### src/rtl/n_bit_mac_acc.sv
// Valid/ready accumulator that sums a programmed number of unsigned products from n_bit_mul.
// Optional build macro N_BIT_MAC_SAT_EN: saturate the sum to all ones on overflow instead of wrapping.
module n_bit_mac_acc #(
    parameter int unsigned BIT_DEPTH = 32,
    parameter int unsigned ACC_GUARD = 8,
    parameter int unsigned CNT_WIDTH = 8,
    localparam int unsigned PROD_W   = 2 * BIT_DEPTH,
    localparam int unsigned ACC_W    = PROD_W + ACC_GUARD
) (
    input  logic                 clk,
    input  logic                 rst_n,
    input  logic                 start,
    input  logic [CNT_WIDTH-1:0] len,
    input  logic [PROD_W-1:0]    prod_in,
    input  logic                 prod_valid,
    output logic                 prod_ready,
    output logic [ACC_W-1:0]     acc_out,
    output logic                 acc_valid,
    input  logic                 acc_ready,
    output logic                 busy,
    output logic                 overflow
);

    typedef enum logic [1:0] {StIdle, StAccum, StHold} state_e;

    state_e               state_q;
    logic [CNT_WIDTH-1:0] count_q;
    logic [ACC_W:0]       sum_wide;
    logic                 carry;
    logic [ACC_W-1:0]     acc_next;

    // One extra bit so the carry out of the top accumulator bit is observable.
    always_comb begin
        sum_wide = {1'b0, acc_out} + {{(ACC_GUARD + 1){1'b0}}, prod_in};
        carry    = sum_wide[ACC_W];
`ifdef N_BIT_MAC_SAT_EN
        // Once clamped, any further add either carries again or adds zero, so it stays clamped.
        acc_next = carry ? {ACC_W{1'b1}} : sum_wide[ACC_W-1:0];
`else
        acc_next = sum_wide[ACC_W-1:0];
`endif
    end

    always_ff @(posedge clk or negedge rst_n) begin
        if (!rst_n) begin
            state_q    <= StIdle;
            count_q    <= '0;
            acc_out    <= '0;
            overflow   <= 1'b0;
            prod_ready <= 1'b0;
            acc_valid  <= 1'b0;
            busy       <= 1'b0;
        end else begin
            unique case (state_q)
                StIdle: begin
                    if (start) begin
                        acc_out  <= '0;
                        overflow <= 1'b0;
                        busy     <= 1'b1;
                        if (len != '0) begin
                            count_q    <= len;
                            state_q    <= StAccum;
                            prod_ready <= 1'b1;
                        end else begin
                            state_q   <= StHold;
                            acc_valid <= 1'b1;
                        end
                    end
                end
                StAccum: begin
                    // prod_ready is high throughout this state, so prod_valid alone marks a beat.
                    if (prod_valid) begin
                        acc_out  <= acc_next;
                        overflow <= overflow | carry;
                        count_q  <= count_q - CNT_WIDTH'(1);
                        if (count_q == CNT_WIDTH'(1)) begin
                            state_q    <= StHold;
                            prod_ready <= 1'b0;
                            acc_valid  <= 1'b1;
                        end
                    end
                end
                StHold: begin
                    if (acc_ready) begin
                        state_q   <= StIdle;
                        acc_valid <= 1'b0;
                        busy      <= 1'b0;
                    end
                end
                default: begin
                    state_q    <= StIdle;
                    prod_ready <= 1'b0;
                    acc_valid  <= 1'b0;
                    busy       <= 1'b0;
                end
            endcase
        end
    end

endmodule

### config.mk
export PLATFORM = sky130hd
export DESIGN_NAME = n_bit_mac_acc
export DESIGN_NICKNAME = d
export VERILOG_FILES = /design/src/rtl/n_bit_mac_acc.sv
export SDC_FILE = /design/constraint.sdc
export NUM_CORES = 1
export LEC_CHECK = 0
export ABC_AREA = 0
export CORE_MARGIN = 5
export CORE_UTILIZATION = 35
export CTS_CLUSTER_DIAMETER = 30
export CTS_CLUSTER_SIZE = 20
export DETAILED_ROUTE_END_ITERATION = 8
export HOLD_SLACK_MARGIN = 0.1
export PLACE_DENSITY_LB_ADDON = 0.25
export SLEW_MARGIN = 20
export SYNTH_ARGS = -nofsm -noshare
export SYNTH_HDL_FRONTEND = slang
export SYNTH_SLANG_ARGS = --single-unit
export TNS_END_PERCENT = 50
### constraint.sdc
create_clock -name clk -period 5.7 [get_ports clk]
set_input_delay 0.855 -clock clk [delete_from_list [all_inputs] [get_ports clk]]
set_output_delay 0.855 -clock clk [all_outputs]
set_load 0.1 [all_outputs]
# Yosys cells after proc, flatten, opt, wreduce, memory -nomap -nowiden
# Cells that the tools add are included.
# totals
regBits,86
input_bits,77
out_inout_bits,76
word_cells,59
# classes
n_addsub,2
n_eq_ne,9
muxes,29
n_bitwise,3
n_reduce_logical,9
# ops
op,count
$mux W72,2
$pmux W72 S2,1
$add A72 B64 Y73,1
$mux W8,3
$pmux W8 S2,1
$mux W1,12
$ne A2 B2 Y1 const B,6
$mux W2,5
$reduce_and A5 Y1,2
$pmux W1 S3,3
$eq A8 B1 Y1 const B,1
$reduce_and A4 Y1,2
$reduce_bool A8 Y1,1
$sub A8 B1 Y8 const B,1
$pmux W2 S3,1
$reduce_and A3 Y1,2
$eq A2 B1 Y1 const B,1
$eq A2 B2 Y1 const B,1
$logic_not A2 Y1,1
$not A1 Y1,2
$pmux W1 S2,1
$reduce_bool A2 Y1,1
$or A1 B1 Y1,1

# Logic depth before layout (Yosys ltp)
# depth
ltp_word,4
ltp_mapped,12
ltp_nobuf,12

# Least setup slack after synthesis
# Ideal clock, no wire load.
# synth_timing
kind,register to register
startpoint,register acc_out[0]
endpoint,register acc_out[48]
setup_time_ns,0.130
arrival_ns,3.344
t_required_ns,5.570
setup_slack_ns,2.226
path_stages_with_launch,13
path_buffers,0
synth_period_minus_slack_ns,3.474
cell_sequence,dfrtp_1 > ha_1 > fa_1 > a21o_1 > a31oi_1 > o21ba_2 > o31a_1 > o41a_1 > o41ai_4 > a21oi_2 > o21bai_2 > xnor2_1 > o21ai_1
# synth_between
elab_chain_len,3
# synth_lines
item,line_no,rtl
start: declaration,17,"output logic [ACC_W-1:0] acc_out,"
start signal: assignment,73,acc_out <= acc_next;
$add A72 B64 Y73,34,"sum_wide = {1'b0, acc_out} + {{(ACC_GUARD + 1){1'b0}}, prod_in};"
$mux W72,72,if (prod_valid) begin
$pmux W72 S2,54,unique case (state_q)
# Every way passes these cells. The select of a mux whose other input is x is not followed.
# A chain may end at the register's enable or synchronous reset.

# Worst setup path after layout
# layout_timing
startpoint,input port prod_in[0]
endpoint,register acc_out[62]
# layout_between
elab_chain_len,3
# layout_lines
item,line_no,rtl
start: declaration,14,"input logic [PROD_W-1:0] prod_in,"
$add A72 B64 Y73,34,
$mux W72,72,
$pmux W72 S2,54,
# Every way passes these cells. The select of a mux whose other input is x is not followed.

==> metrics.txt <==
buffer and inverter count on the worst path 1; global route overflow 0; violation count after the first detailed-routing iteration 370; result of the run finished clean; synthesized area 7450 µm²; Max-cap violations 0; global-route wire length before repair 37,500 µm; post-route cell area 9430 µm²; die width 156 µm; overall fraction of global-route tracks in use 0.189; Avg Inst Size Synth 8.04 µm²; dominant register cell in the synthesized netlist dfrtp_1; number of detailed-routing iterations run before antenna repair 5; tightest slew margin relative to the limit 0.293; setup repair after global routing missed its margin no; Synth async-reset ratio 1.00; Die Outline Area 24,300 µm²; post-route antenna net violation count 0; type of origin of the critical path primary input; Die Y 156 µm; setup bufs post-CTS 0; area share of the largest cell type after synthesis 0.289; Max Buffers Root-to-Sink 2; area post-placement 9160 µm²; highest cell delay on the worst timing path 0.50 ns; number of instances in the placed design 1,310; Post-Route Setup TNS 0 ns; insertion delay to the later sink of the worst-skew pair 0.35 ns; initial antenna violation count 0; Detailed Route WL 23,100 µm; Syn. warnings 0; crit end category flip-flop; number of instances resized during post-cts repair 0; level count of the clock H-tree 3; final standard cell count with taps included and fillers excluded 1,325; routed via count 7,366; post-detailed-route DRC marker count 0; net count after synthesis 1,071; wire length per cell after detailed routing 17.5 µm; list of most frequent post-synthesis cells 130 x nand2_1, 98 x o21ai_0, 89 x a21oi_1; post-route minimum period 3.99 ns; required time of the critical path 5.90 ns; slowest stage cell, crit path o31ai_2; Clock transition at path regs 0.06 ns; number of flip-flops and latches in the synthesized netlist 86; sequential-to-total area share from yosys stat 0.289; family with the most delay on the worst path compound AO/OA/AOI/OAI gates; Tightest Pin Transition 1.06 ns; vias per inst 5.56; crit path max fanout 5; final count of hold timing violations 0; final weighted congestion of routability-driven global placement 0.915; clock tree from TritonCTS yes; n_diodes 0; share of cells above drive strength 1 0.0343; cell row count 53; critical-path cell list clkdlybuf4s50_1 > ha_1 > fa_1 > a21o_1 > a31oi_1 > o21ba_2 > o31ai_2 > a31oi_1 > a21oi_1 > nor3b_1 > o31ai_1 > xnor2_1 > o21ai_0; cell accounting for the most synthesized area dfrtp_1; most repeated cell in the gate-level netlist after synthesis nand2_1; Final Slew Violations 0; port buffer count 152; clock buffers created by TritonCTS 9; arrival time at the worst endpoint 4.19 ns; cell types occupying the most area after synthesis dfrtp_1 29%, ha_1 11%, o21ai_0 6.6%; CTS Root Cell clkbuf_16; Tightest Hold Check Type in2async; peak clock frequency supported by timing 251 MHz; Initial Utilization 0.354; most numerous cell on the critical path a31oi_1; Setup Viol. Count Final 0; total I/O pin count 153; core box area 21,000 µm²; Post-synth EDFFs 0; worst setup path class in2reg; cts hold-fix bufs 0; number of global-route vias before repair 7,221; post-route clock skew 0.00488 ns; final period utilization 0.700; net count reported at finish 1,190; count of cell types in the netlist 72; CTS sink cnt 86; half-perimeter wire length after detailed placement 17,600 µm; maximum number of pins on one net before global-route repair 66; Gate Count Post-Synth 927; area growth from synthesis to layout 26.6%
-- through the flow --
stage                     setup slack [ns]   util  hold slack, ns
after floorplan                       2.23      -           0.471
after global placement                1.45  0.436           0.492
after detailed placement              1.37  0.436           0.500
after CTS                             1.73  0.449           0.443
after global routing                  1.43  0.449           0.477
final                                 1.71  0.449           0.437
-- area by class of cell --
cell class / count / area [µm²]
inverters: 19 / 71.3
clock inverters: 1 / 5.00
multi-input cells: 774 / 5040
flip-flops and latches: 86 / 2150
repair buffers: 156 / 1550
fillers: 2094 / 11600
well taps: 275 / 344
clock buffers: 14 / 264
-- per-layer routing --
metal / GRT usage / up-vias / wire, µm
met4: 0.0559 / 0 / 481
met3: 0.0452 / 33 / 1620
met2: 0.300 / 217 / 10300
met5: 0 / - / 0
li1: - / 3675 / -
met1: 0.257 / 3441 / 10700
-- path summary, 6_finish.rpt --
| kind | slack, ns | cells past startpoint | to | startpoint |
|---|---|---|---|---|
| max | 1.71 | 13 | acc_out[62]$_DFFE_PN0P_ | prod_in[0] |
| min | 0.44 | 1 | acc_out[26]$_DFFE_PN0P_ | rst_n |
| max reg2reg | 2.27 | 12 | acc_out[58]$_DFFE_PN0P_ | acc_out[0]$_DFFE_PN0P_ |
| min reg2reg | 0.51 | 2 | acc_out[41]$_DFFE_PN0P_ | acc_out[41]$_DFFE_PN0P_ |
| max in group asynchronous | 4.13 | 2 | acc_out[58]$_DFFE_PN0P_ | rst_n |
| min in group clk | 0.51 | 2 | acc_out[41]$_DFFE_PN0P_ | acc_out[41]$_DFFE_PN0P_ |
-- sequential cells by signal, summed over array words and instances (netlist names) --
name and count:
acc_out 72, count_q 8, state_q 2, acc_valid 1, busy 1, overflow 1
prod_ready 1
-- cell usage in the layout, fill, tap and decap left out, types with 11 or more instances in the layout --
cell | Yosys | routed
nand2_1 | 130 | 130
a21oi_1 | 89 | 89
dfrtp_1 | 86 | 86
nand4_1 | 25 | 25
a21o_1 | 35 | 35
inv_1 | 19 | 19
nand2b_1 | 11 | 11
nor2_1 | 59 | 58
a31oi_1 | 12 | 12
xnor2_1 | 30 | 30
nand3_1 | 11 | 11
xor2_1 | 29 | 29
clkdlybuf4s50_1 | 0 | 151
nor3_1 | 20 | 20
o21ai_0 | 98 | 98
ha_1 | 66 | 66
-- kinds of logic (layout without fill, tap and decap cells) --
kind of cell	Yosys count	count (layout)	share of synthesized area
xor+xnor	59	59	0.0694
flops	86	86	0.289
simple gates	308	308	0.196
compound gates	338	338	0.294
mux	2	2	0.00269
fa+ha+maj	67	67	0.114
buf+inv	67	190	0.0351
Power is not shown: default switching activity piles up to over one toggle a cycle in this logic, so the estimate is an artifact.
